--- src/rtl/usb_fs_phy_tx_if.sv ---
// usb_fs_phy_tx_if: UTMI transmit handshake and USB pin bundle
interface usb_fs_phy_tx_if;
  logic [7:0] utmi_data_i;
  logic utmi_txvalid_i;
  logic utmi_txready_o;
  logic usb_dp_o;
  logic usb_dn_o;
  logic usb_oe_o;
  modport master(output utmi_data_i, utmi_txvalid_i, input utmi_txready_o, usb_dp_o, usb_dn_o, usb_oe_o);
  modport slave(input utmi_data_i, utmi_txvalid_i, output utmi_txready_o, usb_dp_o, usb_dn_o, usb_oe_o);
endinterface

--- src/rtl/usb_fs_phy_tx.sv ---
// usb_fs_phy_tx: full-speed USB transmit PHY (SYNC, NRZI with bit stuffing, EOP)
module usb_fs_phy_tx #(
  parameter int CLKS_PER_BIT = 4
) (
  input logic clk_i,
  input logic rst_i,
  usb_fs_phy_tx_if.slave bus
);
  localparam int PW = $clog2(CLKS_PER_BIT);
  typedef enum logic [2:0] {IDLE, SYNC, DATA, EOP_SE0, EOP_J} state_t;
  state_t state, state_n;
  logic [PW-1:0] phase, phase_n;
  logic [2:0] bit_idx, bit_n, ones, ones_n;
  logic [7:0] shift, shift_n;
  logic line, line_n, stuff, stuff_n, bflag, bflag_n;
  logic dp, dp_n, dn, dn_n, oe, oe_n;
  logic slot_end, last_slot, nb;
  assign slot_end = phase == PW'(CLKS_PER_BIT - 1);
  assign last_slot = bit_idx == 3'd7 && (stuff || ones != 3'd6);
  assign nb = bit_idx == 3'd7 ? bus.utmi_data_i[0] : shift[1];
  assign bus.utmi_txready_o = bflag & bus.utmi_txvalid_i;
  assign bus.usb_dp_o = dp;
  assign bus.usb_dn_o = dn;
  assign bus.usb_oe_o = oe;
  // State and line registers; reset parks the bus released at J
  always_ff @(posedge clk_i)
    if (rst_i) begin
      state <= IDLE;
      phase <= '0;
      bit_idx <= '0;
      ones <= '0;
      shift <= '0;
      line <= 1'b1;
      stuff <= 1'b0;
      bflag <= 1'b0;
      dp <= 1'b1;
      dn <= 1'b0;
      oe <= 1'b0;
    end else begin
      state <= state_n;
      phase <= phase_n;
      bit_idx <= bit_n;
      ones <= ones_n;
      shift <= shift_n;
      line <= line_n;
      stuff <= stuff_n;
      bflag <= bflag_n;
      dp <= dp_n;
      dn <= dn_n;
      oe <= oe_n;
    end
  // Next bit slot: stuff owed, next data bit, byte boundary or EOP sequencing
  always_comb begin
    state_n = state;
    phase_n = state == IDLE || slot_end ? '0 : phase + 1'b1;
    bit_n = bit_idx;
    ones_n = ones;
    shift_n = shift;
    line_n = line;
    stuff_n = stuff;
    bflag_n = 1'b0;
    dp_n = dp;
    dn_n = dn;
    oe_n = oe;
    case (state)
      IDLE:
        if (bus.utmi_txvalid_i) begin
          state_n = SYNC;
          bit_n = '0;
          ones_n = '0;
          stuff_n = 1'b0;
          shift_n = 8'h80;
          line_n = 1'b0;
          oe_n = 1'b1;
          dp_n = 1'b0;
          dn_n = 1'b1;
        end
      SYNC, DATA: begin
        bflag_n = phase == PW'(CLKS_PER_BIT - 2) && last_slot;
        if (slot_end) begin
          if (!stuff && ones == 3'd6) begin
            stuff_n = 1'b1;
            ones_n = '0;
            line_n = ~line;
          end else if (bit_idx == 3'd7 && !bus.utmi_txvalid_i) begin
            state_n = EOP_SE0;
            bit_n = '0;
            stuff_n = 1'b0;
          end else begin
            state_n = bit_idx == 3'd7 ? DATA : state;
            shift_n = bit_idx == 3'd7 ? bus.utmi_data_i : shift >> 1;
            bit_n = bit_idx + 3'd1;
            stuff_n = 1'b0;
            ones_n = nb ? (ones == 3'd6 ? ones : ones + 3'd1) : '0;
            line_n = nb ? line : ~line;
          end
          dp_n = state_n == EOP_SE0 ? 1'b0 : line_n;
          dn_n = state_n == EOP_SE0 ? 1'b0 : ~line_n;
        end
      end
      EOP_SE0:
        if (slot_end) begin
          bit_n = bit_idx + 3'd1;
          state_n = bit_idx[0] ? EOP_J : EOP_SE0;
          dp_n = bit_idx[0];
        end
      EOP_J:
        if (slot_end) begin
          state_n = IDLE;
          oe_n = 1'b0;
        end
      default: state_n = IDLE;
    endcase
  end
endmodule

--- src/flat_wrapper.sv ---
// flat-port wrapper written by rule: the top's interface ports become plain ports
module usb_fs_phy_tx_flat 
#(
  parameter int CLKS_PER_BIT = 4
)
  (clk_i, rst_i, bus_utmi_data_i, bus_utmi_txvalid_i, bus_utmi_txready_o, bus_usb_dp_o, bus_usb_dn_o, bus_usb_oe_o);
  usb_fs_phy_tx_if bus_i ();
  input logic clk_i;
  input logic rst_i;
  input wire logic [$bits(bus_i.utmi_data_i)-1:0] bus_utmi_data_i;
  input wire logic [$bits(bus_i.utmi_txvalid_i)-1:0] bus_utmi_txvalid_i;
  output wire logic [$bits(bus_i.utmi_txready_o)-1:0] bus_utmi_txready_o;
  output wire logic [$bits(bus_i.usb_dp_o)-1:0] bus_usb_dp_o;
  output wire logic [$bits(bus_i.usb_dn_o)-1:0] bus_usb_dn_o;
  output wire logic [$bits(bus_i.usb_oe_o)-1:0] bus_usb_oe_o;
  assign bus_i.utmi_data_i = bus_utmi_data_i;
  assign bus_i.utmi_txvalid_i = bus_utmi_txvalid_i;
  assign bus_utmi_txready_o = bus_i.utmi_txready_o;
  assign bus_usb_dp_o = bus_i.usb_dp_o;
  assign bus_usb_dn_o = bus_i.usb_dn_o;
  assign bus_usb_oe_o = bus_i.usb_oe_o;
  usb_fs_phy_tx #(.CLKS_PER_BIT(CLKS_PER_BIT)) u_core (.clk_i(clk_i), .rst_i(rst_i), .bus(bus_i));
endmodule
--- config.mk ---
export PLATFORM = sky130hd
export DESIGN_NAME = usb_fs_phy_tx_flat
export DESIGN_NICKNAME = d
export VERILOG_FILES = /design/src/rtl/usb_fs_phy_tx_if.sv /design/src/rtl/usb_fs_phy_tx.sv /design/src/flat_wrapper.sv
export SDC_FILE = /design/constraint.sdc
export NUM_CORES = 1
export LEC_CHECK = 0
export BUFFER_PORTS_ARGS = -buffer_cell sky130_fd_sc_hd__buf_2
export CAP_MARGIN = 20
export CORE_MARGIN = 2
export CORE_UTILIZATION = 45
export CTS_CLUSTER_SIZE = 10
export DETAILED_ROUTE_END_ITERATION = 6
export HOLD_SLACK_MARGIN = 0.15
export PLACE_DENSITY_LB_ADDON = 0.15
export SETUP_SLACK_MARGIN = 0.3
export SYNTH_ARGS = -nofsm -noshare
export SYNTH_HDL_FRONTEND = slang
export SYNTH_SLANG_ARGS = --single-unit
export TNS_END_PERCENT = 100
--- constraint.sdc ---
create_clock -name clk_i -period 6.3 [get_ports clk_i]
set_input_delay 1.26 -clock clk_i [delete_from_list [all_inputs] [get_ports clk_i]]
set_output_delay 1.26 -clock clk_i [all_outputs]
set_load 0.02 [all_outputs]
### After elaboration in Yosys (flattened, before gate mapping)

Cells that the tools add are included.

| storage, ports and cells | value |
|---|---|
| flip-flop bits (word level) | 25 |
| bits of input ports | 11 |
| output and inout bits | 4 |
| logic and storage cells | 109 |

| cells by class | value |
|---|---|
| $add $sub $neg | 3 |
| equality and inequality tests | 18 |
| multiplexer cells | 51 |
| bitwise operators | 4 |
| reductions and logical operators | 22 |

Operators by type and width:

| operator | count |
|---|---|
| two-way mux 3 bit | 20 |
| two-way mux 8 bit | 5 |
| two-way mux 1 bit | 17 |
| one-hot mux 8 bit (2 select lines) | 1 |
| AND reduction 5 bit | 3 |
| one-hot mux 3 bit (4 select lines) | 1 |
| == test 3 x 2 -> 1 bit (second input constant) | 3 |
| == test 3 bit (second input constant) | 3 |
| one-hot mux 3 bit (3 select lines) | 1 |
| one-hot mux 1 bit (2 select lines) | 4 |
| AND reduction 4 bit | 2 |
| adder 3 x 1 -> 3 bit (second input constant) | 2 |
| inequality test 2 x 1 -> 1 bit (second input constant) | 3 |
| inequality test 2 bit (second input constant) | 3 |
| one-hot mux 3 bit (2 select lines) | 1 |
| AND reduction 3 bit | 2 |
| OR reduction 2 bit | 3 |
| == test 2 bit (second input constant) | 2 |
| logical AND 1 bit | 4 |
| inequality test 4 bit (second input constant) | 1 |
| nonzero test 2 bit | 2 |
| == test 3 x 1 -> 1 bit (second input constant) | 1 |
| zero test 3 bit | 1 |
| inequality test 3 x 2 -> 1 bit (second input constant) | 1 |
| other kinds (8) | 12 |

### Longest topological paths before layout

| depth | value |
|---|---|
| word-level depth | 11 |
| depth in mapped cells | 8 |
| depth with buffers taken out | 7 |

### Least setup slack after synthesis

No wires, ideal clock.

| path | value |
|---|---|
| kind | input to output |
| start | in bus_utmi_txvalid_i |
| end | out bus_utmi_txready_o |
| data arrival time | 1.470 ns |
| slack | 3.570 ns |
| stages on the path | 1 |
| path buffers | 0 |
| path through | and2_1 |

| on the way | value |
|---|---|
| cells in the longest elaborated chain, start to end | 1 |

Ends and longest elaborated chain:

| what | line | text |
|---|---|---|
| from (decl) | flat_wrapper.sv:11 | `input wire logic [$bits(bus_i.utmi_txvalid_i)-1:0] bus_utmi_txvalid_i;` |
| AND 1 bit | usb_fs_phy_tx.sv:21 | `assign bus.utmi_txready_o = bflag & bus.utmi_txvalid_i;` |
| to (decl) | flat_wrapper.sv:12 | `output wire logic [$bits(bus_i.utmi_txready_o)-1:0] bus_utmi_txready_o;` |

Every way passes these cells.

### Worst setup path after layout

Ends and elaborated chain as after synthesis.

==> flow_summary_export.csv <==
group,metric,value,unit
outcome,run_status,"finished clean",
clocking,cts_buffer_depth,2,
die,start_util,46.1,%
routing,wl_per_cell,14.6,microns
setup_path,reg2reg_slack,3.77,ns
clocking,clock_latency,0.33,ns
setup_path,reg2reg_from,"u_core.bit_idx[0]",
place,placement.io_buffers,14,
die,die_w,59.2,microns
sta,fin_setup_tns,0,ns
power_and_ir_drop,power.density,209,nW/um^2
routing,num_vias,1150,
grt,overflow,0,
setup_path,required,5.04,ns
sta,skew,0.0188,ns
grt,grt_max_degree,22,
yosys,synth.most_common_cell,"dfxtp_1",
sta,drv_slew,0,
final_layout,layout-drive-gt1-share,14.5,%
setup_path,crit_type,"in -> out",
yosys,netlist_area,1370,sq um
setup_path,crit_arrival,1.66,ns
routing,final_antenna_net_count,0,
die,io-pin-count,15,
worst_hold_path,hold_path_class,"reg -> reg",
die,core_area,2980,sq um
setup_path,slowest_delay,0.15,ns
routing,dr.first_iter.drc_count,36,
yosys,netlist.top_cell.by_area,"dfxtp_1",
yosys,synth_common_cells,"dfxtp_1, nor2_1, nand2_1",
sta,hold_ws,0.464,ns
clocking,root_buffer,"clkbuf_4",
yosys,yosysTopAreaCellShare,35.0,%
job,cap_viol_max_count,0,
setup_path,cp-endpoint,"bus_utmi_txready_o",
yosys,ys_seq_elements,24,
grt,first_global_vias,1068,
place,hpwlAfterDp,2130,microns
setup_path,worst-path-buf-inv,2,
setup_path,start_kind,"input pin",
setup_path,endpoint_kind,"output port",
yosys,synth_nets,175,
clocking,cts_tree,"built",
sta,tightest_slew,0.693,ns
grt,antenna_found_initial,0,
clocking,numCtsBuffers,3,
yosys,synthCells,157,
sta,post-route-period-util,46.3,%
routing,drt_first_pass_iters,4,
clocking,cts.clk_slew.worst_paths,0.15,ns
yosys,syn_avg_cell_area,8.73,sq um
grt,grtUsageTotal,18.3,%
sta,grt_setup_unrepaired,"false",
final_layout,final_area,1490,sq um
routing,wirelength,2920,microns
die,fp.dieH,59.2,microns
sta,max_freq,0.343,GHz
setup_path,slowest_stage,"buf_2",
yosys,yosysUniqueCellTypes,44,
die,rows,20,
clocking,cts_resized,0,
yosys,synth_edf_count,0,
setup_path,r2r-end,"u_core.ones[1]",
sta,setup_viol,0,
setup_path,worstSetupStartpoint,"bus_utmi_txvalid_i",
final_layout,syn_to_final_growth,8.67,%
yosys,synth-async-reset-ratio,0,%
place,place_congestion,0.804,
clocking,htreeDepth,1,
clocking,cts_hold_buffers,0,
yosys,synth_top_flop_cell,"dfxtp_1",
final_layout,num_antenna_cells,0,
setup_path,critical_path.top_delay_family,"buffers and inverters",
setup_path,worstPathCellList,"buf_2 -> and2_1 -> buf_2",
sta,hold_violations,0,
setup_path,cp_max_fo,5,
power_and_ir_drop,vdd_ir_drop_max,0.114,mV
yosys,netlist_top_cells_area,"dfxtp_1, mux2i_1, ha_1",
power_and_ir_drop,leakagePower,0.596,nW
grt,grt_pass1_wl,4860,microns
clocking,cts_sinks,24,
sta,slew_headroom,53.7,%
routing,routed_via_density,5.78,
final_layout,fin_nets,185,
yosys,yosysWarnings,0,
setup_path,reg2reg_depth,7,
yosys,ys_seq_area_share,35.0,%
worst_hold_path,holdCritStartpoint,"u_core.phase[0]",
place,place_area,1440,sq um
setup_path,path_depth,3,
die,die_area,3500,sq um
routing,drc,0,
clocking,post_cts_buffers,0,
setup_path,cpMostUsedCell,"buf_2",
sta,fin_crit,2.92,ns
==> worst min-delay path by stage <==
stage | slack (ns) | to | depth (start not counted)
after global routing | 0.50 | u_core.phase[0] | 1
final | 0.46 | u_core.phase[0] | 1
after CTS | 0.47 | u_core.phase[0] | 1
after global placement | 0.43 | u_core.phase[0] | 1
after floorplan | 0.42 | u_core.phase[0] | 1
after detailed placement | 0.45 | u_core.phase[0] | 1
==> through the flow <==
stage                     utilization, %  total power [W]  cells  setup WS, ns
final                               50.0         0.000311    199          3.38
after global routing                50.0         0.000322    199          3.36
after CTS                           50.0         0.000314    199          3.38
after detailed placement            48.3         0.000203    195          3.38
after global placement              48.3         0.000202    195          3.39
after floorplan                        -         0.000192    157          3.57
==> layout by cell type, fill, tap and decap left out, types with 3 or more instances in the layout <==
cell / instances
a21oi_1: 14
buf_2: 14
clkbuf_4: 3
dfxtp_1: 24
ha_1: 7
inv_1: 5
mux2i_1: 14
nand2_1: 15
nand2b_1: 3
nand3_1: 4
nor2_1: 21
nor2b_1: 5
nor3_1: 3
==> cell families (layout without fill, tap and decap cells) <==
family,Yosys count,count (layout),share of synthesized area [%]
AND/OR/NAND/NOR,59,59,21.5
AO/OA/AOI/OAI,37,37,20.9
flip-flops,24,24,35.0
multiplexers,14,14,10.2
buffers and inverters,14,23,4.65
adder cells (fa/ha/maj),7,7,6.39
XOR/XNOR,2,2,1.28
==> final cells by class <==
cell class / instances / area (sq um)
Fill cell: 288 / 1490
Multi-Input combinational cell: 119 / 827
Sequential cell: 24 / 480
Timing Repair Buffer: 14 / 70.1
Tap cell: 33 / 41.3
Clock inverter: 1 / 30.0
Clock buffer: 3 / 22.5
Inverter: 5 / 18.8
==> power breakdown <==
group	total [W]	internal, W	switching [W]
logic	0.0000381	0.0000148	0.0000232
clock network	0.000112	0.0000644	0.0000478
registers	0.000161	0.000156	0.00000467
==> layer usage <==
metal	global-route usage (%)	up-vias	wire length, microns
met3	2.18	5	87
li1	-	580	-
met2	30.6	25	1430
met5	0	-	0
met1	23.8	540	1350
met4	7.47	0	46
==> sequential cells by signal (all words and copies together), names as in the netlist, 2 cells and up <==
| signal | count |
|---|---|
| u_core.state | 3 |
| u_core.phase | 2 |
| u_core.ones | 3 |
| u_core.shift | 7 |
| u_core.bit_idx | 3 |
No activity file was read; power rests on OpenSTA's default activity.
